===== src/rtl/apb_bridge_pkg.sv =====
// Shared types and default widths for the asynchronous APB bridge.
// Both sides of the bridge import this package.
package apb_bridge_pkg;

    localparam int APB_ADDR_WD     = 32;
    localparam int APB_DATA_WD     = 32;
    localparam int APB_STRB_WD     = APB_DATA_WD / 8;
    localparam int APB_PROT_WD     = 3;
    localparam int APB_TIMEOUT_CYC = 16;

    typedef enum logic [1:0] {
        IDLE   = 2'd0,
        SETUP  = 2'd1,
        ACCESS = 2'd2,
        RESP   = 2'd3
    } apb_mst_state_e;

    typedef struct packed {
        logic                   write;
        logic [APB_ADDR_WD-1:0] addr;
        logic [APB_DATA_WD-1:0] wdata;
        logic [APB_PROT_WD-1:0] prot;
        logic [APB_STRB_WD-1:0] strb;
    } apb_req_t;

    typedef struct packed {
        logic [APB_DATA_WD-1:0] rdata;
        logic                   err;
    } apb_rsp_t;

endpackage


===== src/rtl/apb_access_watchdog.sv =====
// Saturating ACCESS-phase cycle counter for the APB requester.
// `expired` flags the cycle whose clock edge brings the count to LIMIT.
module apb_access_watchdog #(
    parameter int unsigned LIMIT = 16,
    localparam int CNT_WD = $clog2(LIMIT + 1)
) (
    input  logic clk,
    input  logic rst,
    input  logic clear,
    input  logic enable,
    output logic expired
);

    logic [CNT_WD-1:0] cnt;

    always_ff @(posedge clk or posedge rst) begin
        if (rst) begin
            cnt <= '0;
        end else if (clear) begin
            cnt <= '0;
        end else if (enable && (cnt != CNT_WD'(LIMIT))) begin
            cnt <= cnt + CNT_WD'(1);
        end
    end

    // Counting the saturated value as expired keeps the abort sticky.
    assign expired = enable && ((cnt == CNT_WD'(LIMIT - 1)) || (cnt == CNT_WD'(LIMIT)));

endmodule


===== src/rtl/apb_b_req_master.sv =====
// Destination-side APB requester: one request at a time becomes a SETUP/ACCESS
// transfer on the b_p* bus, with the result returned on a valid/ready response.
module apb_b_req_master
    import apb_bridge_pkg::*;
#(
    parameter int ADDR_WD     = APB_ADDR_WD,
    parameter int DATA_WD     = APB_DATA_WD,
    parameter int STRB_WD     = APB_STRB_WD,
    parameter int PROT_WD     = APB_PROT_WD,
    parameter int TIMEOUT_CYC = APB_TIMEOUT_CYC
) (
    input  logic               b_pclk,
    input  logic               b_prst,

    input  logic               req_valid,
    output logic               req_ready,
    input  logic               req_write,
    input  logic [ADDR_WD-1:0] req_addr,
    input  logic [DATA_WD-1:0] req_wdata,
    input  logic [PROT_WD-1:0] req_prot,
    input  logic [STRB_WD-1:0] req_strb,

    output logic               rsp_valid,
    input  logic               rsp_ready,
    output logic [DATA_WD-1:0] rsp_rdata,
    output logic               rsp_err,

    output logic               b_psel,
    output logic               b_penable,
    output logic               b_pwrite,
    output logic [ADDR_WD-1:0] b_paddr,
    output logic [DATA_WD-1:0] b_pwdata,
    output logic [PROT_WD-1:0] b_pprot,
    output logic [STRB_WD-1:0] b_pstrb,
    input  logic [DATA_WD-1:0] b_prdata,
    input  logic               b_pready,
    input  logic               b_pslverr
);

    apb_mst_state_e     state;
    logic               wd_expired;

    logic               write_q;
    logic [ADDR_WD-1:0] addr_q;
    logic [DATA_WD-1:0] wdata_q;
    logic [PROT_WD-1:0] prot_q;
    logic [STRB_WD-1:0] strb_q;
    logic [DATA_WD-1:0] rdata_q;
    logic               err_q;

    generate
        if (TIMEOUT_CYC > 0) begin : g_wd
            apb_access_watchdog #(
                .LIMIT(TIMEOUT_CYC)
            ) u_wd (
                .clk    (b_pclk),
                .rst    (b_prst),
                .clear  (state == SETUP),
                .enable (state == ACCESS),
                .expired(wd_expired)
            );
        end else begin : g_no_wd
            assign wd_expired = 1'b0;
        end
    endgenerate

    // Bus handshake outputs are registered here so the async reset drops them at once.
    always_ff @(posedge b_pclk or posedge b_prst) begin
        if (b_prst) begin
            state     <= IDLE;
            req_ready <= 1'b1;
            rsp_valid <= 1'b0;
            b_psel    <= 1'b0;
            b_penable <= 1'b0;
            write_q   <= 1'b0;
            addr_q    <= '0;
            wdata_q   <= '0;
            prot_q    <= '0;
            strb_q    <= '0;
            rdata_q   <= '0;
            err_q     <= 1'b0;
        end else begin
            case (state)
                IDLE: begin
                    if (req_valid) begin
                        write_q   <= req_write;
                        addr_q    <= req_addr;
                        wdata_q   <= req_wdata;
                        prot_q    <= req_prot;
                        strb_q    <= req_write ? req_strb : '0;
                        req_ready <= 1'b0;
                        b_psel    <= 1'b1;
                        b_penable <= 1'b0;
                        state     <= SETUP;
                    end
                end
                SETUP: begin
                    b_penable <= 1'b1;
                    state     <= ACCESS;
                end
                ACCESS: begin
                    // Completion is checked first so a ready on the limit edge still wins.
                    if (b_pready) begin
                        rdata_q   <= write_q ? '0 : b_prdata;
                        err_q     <= b_pslverr;
                        b_psel    <= 1'b0;
                        b_penable <= 1'b0;
                        rsp_valid <= 1'b1;
                        state     <= RESP;
                    end else if (wd_expired) begin
                        rdata_q   <= '0;
                        err_q     <= 1'b1;
                        b_psel    <= 1'b0;
                        b_penable <= 1'b0;
                        rsp_valid <= 1'b1;
                        state     <= RESP;
                    end
                end
                RESP: begin
                    if (rsp_ready) begin
                        rsp_valid <= 1'b0;
                        req_ready <= 1'b1;
                        state     <= IDLE;
                    end
                end
                default: begin
                    req_ready <= 1'b1;
                    rsp_valid <= 1'b0;
                    b_psel    <= 1'b0;
                    b_penable <= 1'b0;
                    state     <= IDLE;
                end
            endcase
        end
    end

    assign b_pwrite  = write_q;
    assign b_paddr   = addr_q;
    assign b_pwdata  = wdata_q;
    assign b_pprot   = prot_q;
    assign b_pstrb   = strb_q;
    assign rsp_rdata = rdata_q;
    assign rsp_err   = err_q;

endmodule


===== config.mk =====
export PLATFORM = sky130hd
export DESIGN_NAME = apb_b_req_master
export DESIGN_NICKNAME = d
export VERILOG_FILES = /design/src/rtl/apb_bridge_pkg.sv /design/src/rtl/apb_access_watchdog.sv /design/src/rtl/apb_b_req_master.sv
export SDC_FILE = /design/constraint.sdc
export NUM_CORES = 1
export LEC_CHECK = 0
export BUFFER_PORTS_ARGS = -buffer_cell sky130_fd_sc_hd__buf_2
export CAP_MARGIN = 0
export CORE_MARGIN = 2
export CORE_UTILIZATION = 47
export DETAILED_ROUTE_END_ITERATION = 7
export PLACE_DENSITY = 0.83
export SKIP_LAST_GASP = 1
export SLEW_MARGIN = 25
export SYNTH_ARGS = -nofsm -noshare
export SYNTH_HDL_FRONTEND = slang
export SYNTH_SLANG_ARGS = --single-unit

===== constraint.sdc =====
create_clock -name b_pclk -period 10.9 [get_ports b_pclk]
set_clock_uncertainty 0.2 [all_clocks]
set_input_delay 2.725 -clock b_pclk [delete_from_list [all_inputs] [get_ports b_pclk]]
set_output_delay 2.725 -clock b_pclk [all_outputs]
set_load 0.01 [all_outputs]

Word-level counts from Yosys, hierarchy flattened. Index checks and enable logic that the tools add are counted. Widths: inputs -> output; s select.

Output and inout port bits: 109. Flip-flop bits (word level): 116. Input port bits: 110.

Muxes and demuxes: 24. Reduce and logical (&&, ||, !) cells: 17. Equality and inequality tests: 9. Add/sub/neg operators: 1.

Operators by type and width (number): $mux 32 (3); $reduce_and 3->1 (5); $mux 5 (2); $reduce_bool 2->1 (5); $mux 1 (9); $mux 2 (4); $pmux 2 s4 (1); $pmux 1 s2 (3); $add 5x1->5 const B (1); $eq 5x4->1 const B (1); $eq 5x5->1 const B (1); $ne 5x5->1 const B (1); $eq 2x2->1 const B (2); $mux 4 (1); $ne 2x2->1 const B (2); $reduce_and 2->1 (2); $ne 3x3->1 const B (1); $pmux 1 s3 (1); $reduce_bool 3->1 (1); $eq 2x1->1 const B (1); $logic_and 1x1->1 (2); $logic_not 2->1 (1); $logic_or 1x1->1 (1).

Depth between registers and ports, before layout. Gate-level depths: netlist of run 1.

Depth in word-level cells: 6. Mapped depth: 7. Gate-level depth less buffers: 5.

Hierarchy. Synthesis of run 1 repeated with hierarchy kept, for this count alone.

Cells, all modules: 375. Area total of the unflattened synthesis: 4824.6 µm².

Modules (own cells, without submodules): apb_b_req_master (times used 1, cells an instance 345, area each 4513.1 µm²); apb_access_watchdog (times used 1, cells an instance 30, area each 311.5 µm²).

Worst setup path before layout of run 1. No wires, ideal clock.

Path kind: input-to-reg. Start: in req_valid. End: reg prot_q[2] (netlist: b_pprot[2]). Slack: 7.006 ns. Arrival time: 3.570 ns. Cell stages on the path: 4. Path buffers: 2. Setup time: 0.125 ns. Cells stage by stage: nand2_1 > buf_2 > buf_2 > mux2_2.

Word-level cells in the longest chain between the ends: 1.

RTL lines: start: declaration (line apb_b_req_master.sv:15) `input logic req_valid,`; $reduce_and 2->1 (no source line); end signal: assignment (line apb_b_req_master.sv:89) `prot_q <= req_prot;`; end: declaration (line apb_b_req_master.sv:46) `logic [PROT_WD-1:0] prot_q;`.

No other way between the ends. A chain may end at the register's enable or synchronous reset.

Worst setup path in the final report of run 1.
Start: reg req_ready. End: out req_ready.

RTL lines: start: declaration (line apb_b_req_master.sv:16) `output logic req_ready,`; start signal: assignment (line apb_b_req_master.sv:71) `req_ready <= 1'b1;`; start signal: assignment (line apb_b_req_master.sv:91) `req_ready <= 1'b0;`; start signal: assignment (line apb_b_req_master.sv:122) `req_ready <= 1'b1;`.

No word-level cell between the ends.

==> impl_metrics.ini, run 1 <==
[timing]
grt_setup_unrepaired = no
whs_ns = 0.291
worstMarginPinSlew_ns = 0.941
finalMaxSlewViolations = 0
max_slew_margin_pct = 37.3
final.min_clock_period_ns = 4.12
post-route-period-util_pct = 37.8
setup_violations = 0
final.setup.tns_ns = 0
fmax_ghz = 0.243
hold_violations = 0

[clocking]
cts-hold-fix-buffers = 0
clkSinkCount = 116
clock_latency_ns = 0.52
clkTransAtPathRegs_ns = 0.05
postCtsResizedCells = 0
cts_setup_buffers = 0
cts.htree.levels = 4
cts_tree = built
cts_buffer_depth = 2
root_buffer = clkbuf_8
cts_buffers = 17

[route]
drtIter0Drc = 123
avgRoutedWirePerCell_um = 16.6
wl_um = 11300
drc = 0
firstDrtPassIters = 4
routed_via_density = 5.07
ant_nets = 0
dr_total_vias = 3448

[synthesis]
syn-num-nets = 432
synth_top_area_cell = dfrtp_1
synth_top_area_share_pct = 62.6
ys_ff_latch = 116
synth-main-ff-cell = dfrtp_1
synth_warnings = 0
synth_edf_count = 0
avgSynthCellArea_um2 = 14.6
synthTopCellsByArea = dfrtp_1 (63%), mux2_2 (17%), a22o_2 (3.7%)
ys_types = 31
synth_common_cells = dfrtp_1 (115), mux2_2 (69), a22o_2 (17)
seq_area_frac_synth_pct = 63.2
synth.cell_area_um2 = 4600
async_reset_ff_share_pct = 100
synth.most_common_cell = dfrtp_1
postSynthCellCount = 315

[global_route]
grt_pass1_vias = 3357
antenna_found_initial = 0
grt_start_max_net_pins = 77
grtUsageTotal_pct = 20.7
grt_pass1_wl_um = 16300
overflow = 0

[critical_path]
critPathMaxFanout = 3
cp-end-kind = primary output
crit_arrival_ns = 1.19
cp_top_family = flip-flops
critPathRequiredTime_ns = 7.98
crit_type = reg2out
cp_cell_sequence = buf_2
cp_slowest_cell = dfstp_2
crit_buf_inv = 1
max_stage_delay_ns = 0.54
cp-start-kind = flip-flop

[layout]
antenna_cells = 0
drive_gt1_share_pct = 61.6
final_util_pct = 66.0
nets = 654
area_growth_pct = 38.3

[pwr]
p_leak_nw = 3.26
power_per_cell_area_nw_per_um2 = 312
peakVddDrop_uv = 189

[place]
io_buffers = 218
gp_congestion = 0.870
dp.final_hpwl_um = 8030

[floorplanning]
io_pins = 219
die_w_um = 103
start_util_pct = 47.7
fp-row-count = 36
core_area_um2 = 9640
die_area_um2 = 10600
fp.dieH_um = 103

[run]
cap_violations = 0

[worst_hold_path]
min_path_type = reg2reg

[status]
run_status = completed
per-layer routing:
metal	share of wire [%]	vias up	GRT usage, %
met4	1.7	0	10.7
met1	38	1708	23.0
met2	52	148	34.7
met5	0	-	0
li1	-	1578	-
met3	7.8	14	7.66
cell usage in the layout (no fill, tap or decap), types with 7 or more instances in the layout:
cell and n:
a22o_1 16, a22o_2 17, buf_2 218, clkbuf_16 16, dfrtp_1 115, ha_1 7
inv_1 8, mux2_2 69, nand2_1 14, o21ai_0 9
power breakdown:
part           internal, W  switching, W  total [W]
clock network     0.000361      0.000174   0.000535
logic             0.000357      0.000343   0.000700
registers         0.000637      0.000113   0.000751
total              0.00136      0.000630    0.00199
flip-flops by register name (all words and copies together), names as in the netlist:
name,count
b_paddr,32
b_pwdata,32
rsp_rdata,32
g_wd.u_wd.cnt,5
b_pstrb,4
b_pprot,3
state,2
b_penable,1
b_psel,1
b_pwrite,1
req_ready,1
rsp_err,1
rsp_valid,1
logic make-up after synthesis:
family	Yosys count	synth area share [%]
fa+ha+maj	7	1.91
compound gates	55	9.85
buf+inv	26	2.97
xor+xnor	2	0.381
flops	116	63.2
mux	70	17.1
simple gates	39	4.60
worst paths after layout:
check / startpoint / endpoint / slack (ns) / cells after the start
hold reg to reg: b_pstrb[2] / b_pstrb[2] / 0.29 / 2
min in group asynchronous: b_prst / b_pwdata[31] / 2.04 / 2
max in group asynchronous: b_prst / b_pwrite / 7.39 / 3
setup reg to reg: state[0] / rsp_rdata[7] / 8.53 / 5
setup / recovery: req_ready / req_ready / 6.78 / 1
hold / removal: b_pstrb[2] / b_pstrb[2] / 0.29 / 2
stage by stage:
step | worst slack [ns] | power (W) | instance area [um2] | instances
after floorplan | 4.90 | 0.00116 | 4600 | 315
after global placement | 6.48 | 0.00142 | 5780 | 651
after detailed placement | 6.50 | 0.00146 | 5780 | 651
after CTS | 6.75 | 0.00201 | 6350 | 680
after global routing | 6.72 | 0.00211 | 6360 | 680
final | 6.78 | 0.00199 | 6360 | 680
final cells by class:
class                   count  area (um2)
repair buffers            220        1110
clock buffers              24         470
fillers                   731        3280
well taps                 133         166
flip-flops and latches    116        2900
clock inverters             5         100
multi-input cells         173        1570
inverters                   9        36.3
Power figures use the tool's default switching activity.
==> inputs of run 2 (changes only) <==
- CORE_UTILIZATION: 47 -> 42
- PLACE_DENSITY: 0.83 -> 0.78
- clock period: 10.9 -> 3.6 ns (I/O delays scaled with it)
==> run 2 against run 1 <==
Compared with the run above: non-clock buffer count up 2; design area decreased by 0.28%; sequential share of layout area is 0.13 points higher; via count decreased by 0.75%; utilization shrank 7.0 points; setup slack worse by 5.5 ns; cell count is 1.2% higher; power grew to 3.0 times the previous value; critical path type is now reg2reg; largest power group unchanged; highest routed layer unchanged.
==> impl_metrics.ini, run 2 (synthesized netlist as in run 1, its figures left out) <==
[clocking]
clock_latency_ns = 0.50
clkTransAtPathRegs_ns = 0.05
cts_tree = built
clkSinkCount = 116
cts_setup_buffers = 0
cts-hold-fix-buffers = 0
postCtsResizedCells = 0
cts.htree.levels = 4
cts_buffer_depth = 2
root_buffer = clkbuf_8
cts_buffers = 17

[layout]
final_cells = 688
area_growth_pct = 37.9
drive_gt1_share_pct = 61.9
final_common_cell = buf_2
mostFrequentLayoutCells = buf_2 (218), dfrtp_1 (115), mux2_2 (69)
final_util_pct = 59.0
antenna_cells = 0
nets = 656
fin_area_um2 = 6340

[floorplanning]
fp-row-count = 38
die_w_um = 109
start_util_pct = 42.8
fp.dieH_um = 109
core_area_um2 = 10700
die_area_um2 = 11800
io_pins = 219

[place]
gp_congestion = 0.843
placed_cells = 660
io_buffers = 218
dp.final_hpwl_um = 7590
dpl_cell_area_um2 = 5820

[status]
run_status = completed

[route]
wl_um = 10600
drc = 0
firstDrtPassIters = 4
ant_nets = 0
routed_via_density = 4.97
avgRoutedWirePerCell_um = 15.3
drtIter0Drc = 206
dr_total_vias = 3422

[critical_path]
critPathLaunch = state[1]
rrSetupSlack_ns = 1.27
cp-end-kind = flip-flop
r2r_start = state[1]
crit_type = reg2reg
crit_end = b_pwdata[6]
cp_cell_sequence = inv_1 -> ha_1 -> nand2_4 -> mux2_2
critPathMaxFanout = 76
r2r-end = b_pwdata[6]
crit_arrival_ns = 2.51
critPathRequiredTime_ns = 3.78
max_stage_delay_ns = 0.69
cp-start-kind = flip-flop
rr_worst_depth = 4
cp_slowest_cell = nand2_4

[pwr]
seq_power_share_pct = 38.2
p_leak_nw = 3.25
p_switching_w = 0.00189
p_clk_share_pct = 25.6
switching_share_pct = 32.1
peakVddDrop_uv = 448
internal-power_w = 0.00400
power_frac_comb_pct = 36.1
power_per_cell_area_nw_per_um2 = 928

[run]
cap_violations = 0

[timing]
fmax_ghz = 0.429
final.min_clock_period_ns = 2.33
setup_violations = 0
final.setup.tns_ns = 0
grt_setup_unrepaired = no
worstMarginPinSlew_ns = 0.933
max_slew_margin_pct = 37.8
post-route-period-util_pct = 64.7
hold_violations = 0
finalMaxSlewViolations = 0

[global_route]
grtUsageTotal_pct = 17.6
overflow = 0
antenna_found_initial = 0
grt_start_max_net_pins = 77
grt_pass1_vias = 3298
grt_pass1_wl_um = 15900

[worst_hold_path]
min_path_type = reg2reg
run 2: cell types whose count changed in the layout (fill, tap and decap cells not counted), sizes merged:
cell      delta
buf          +2
inv          -1
clkinv       +3
bufinv       -1
clkinvlp     +1
clkbuf       -3
run 2: per-layer routing:
layer / part of all wire (%) / GRT usage [%]
met3: 8.0 / 6.10
met4: 2.5 / 8.52
met5: 0 / 0
met2: 48 / 27.4
met1: 41 / 22.1
run 2: per-stage QoR:
| stage | total power [W] | hold WS [ns] | worst slack, ns |
|---|---|---|---|
| 2_1_floorplan | 0.00352 | 0.314 | 1.09 |
| 3_3_place_gp | 0.00431 | 0.263 | 1.12 |
| 3_5_place_dp | 0.00441 | 0.273 | 1.09 |
| 4_1_cts | 0.00596 | 0.291 | 1.27 |
| 5_1_grt | 0.00627 | 0.289 | 1.12 |
| 6_report | 0.00589 | 0.283 | 1.27 |
run 2: how the worst min path moves through the flow:
stage / startpoint / endpoint / slack [ns] / depth (start not counted)
floorplan: b_pstrb[0] / b_pstrb[0] / 0.31 / 2
global placement: b_pstrb[2] / b_pstrb[2] / 0.26 / 2
detailed placement: b_pstrb[2] / b_pstrb[2] / 0.27 / 2
CTS: b_prst / b_paddr[0] / 0.29 / 3
global route: b_prst / b_pwdata[15] / 0.29 / 3
finish: b_pstrb[3] / b_pstrb[3] / 0.28 / 2
run 2: area by class of cell:
type	count	area (um2)
clock inverter	7	85.1
clock buffer	21	439
timing repair buffer	222	1130
fill	872	4400
multi-input combinational	173	1570
inverter	9	37.5
sequential	116	2900
tap	140	175
run 2: critical path: cells and delay by family, from the launching register on:
family / cells / cell delay, ns
buf+inv: 1 / 0.10
flops: 1 / 0.44
simple gates: 1 / 0.69
mux: 1 / 0.42
fa+ha+maj: 1 / 0.29
run 2: power by group through the flow:
stage | Clock (W) | Sequential, W | Combinational, W
after floorplan | 0 | 0.00253 | 0.000990
after global placement | 0 | 0.00224 | 0.00208
after detailed placement | 0 | 0.00226 | 0.00215
after CTS | 0.00154 | 0.00226 | 0.00216
after global routing | 0.00161 | 0.00233 | 0.00232
final | 0.00151 | 0.00225 | 0.00213
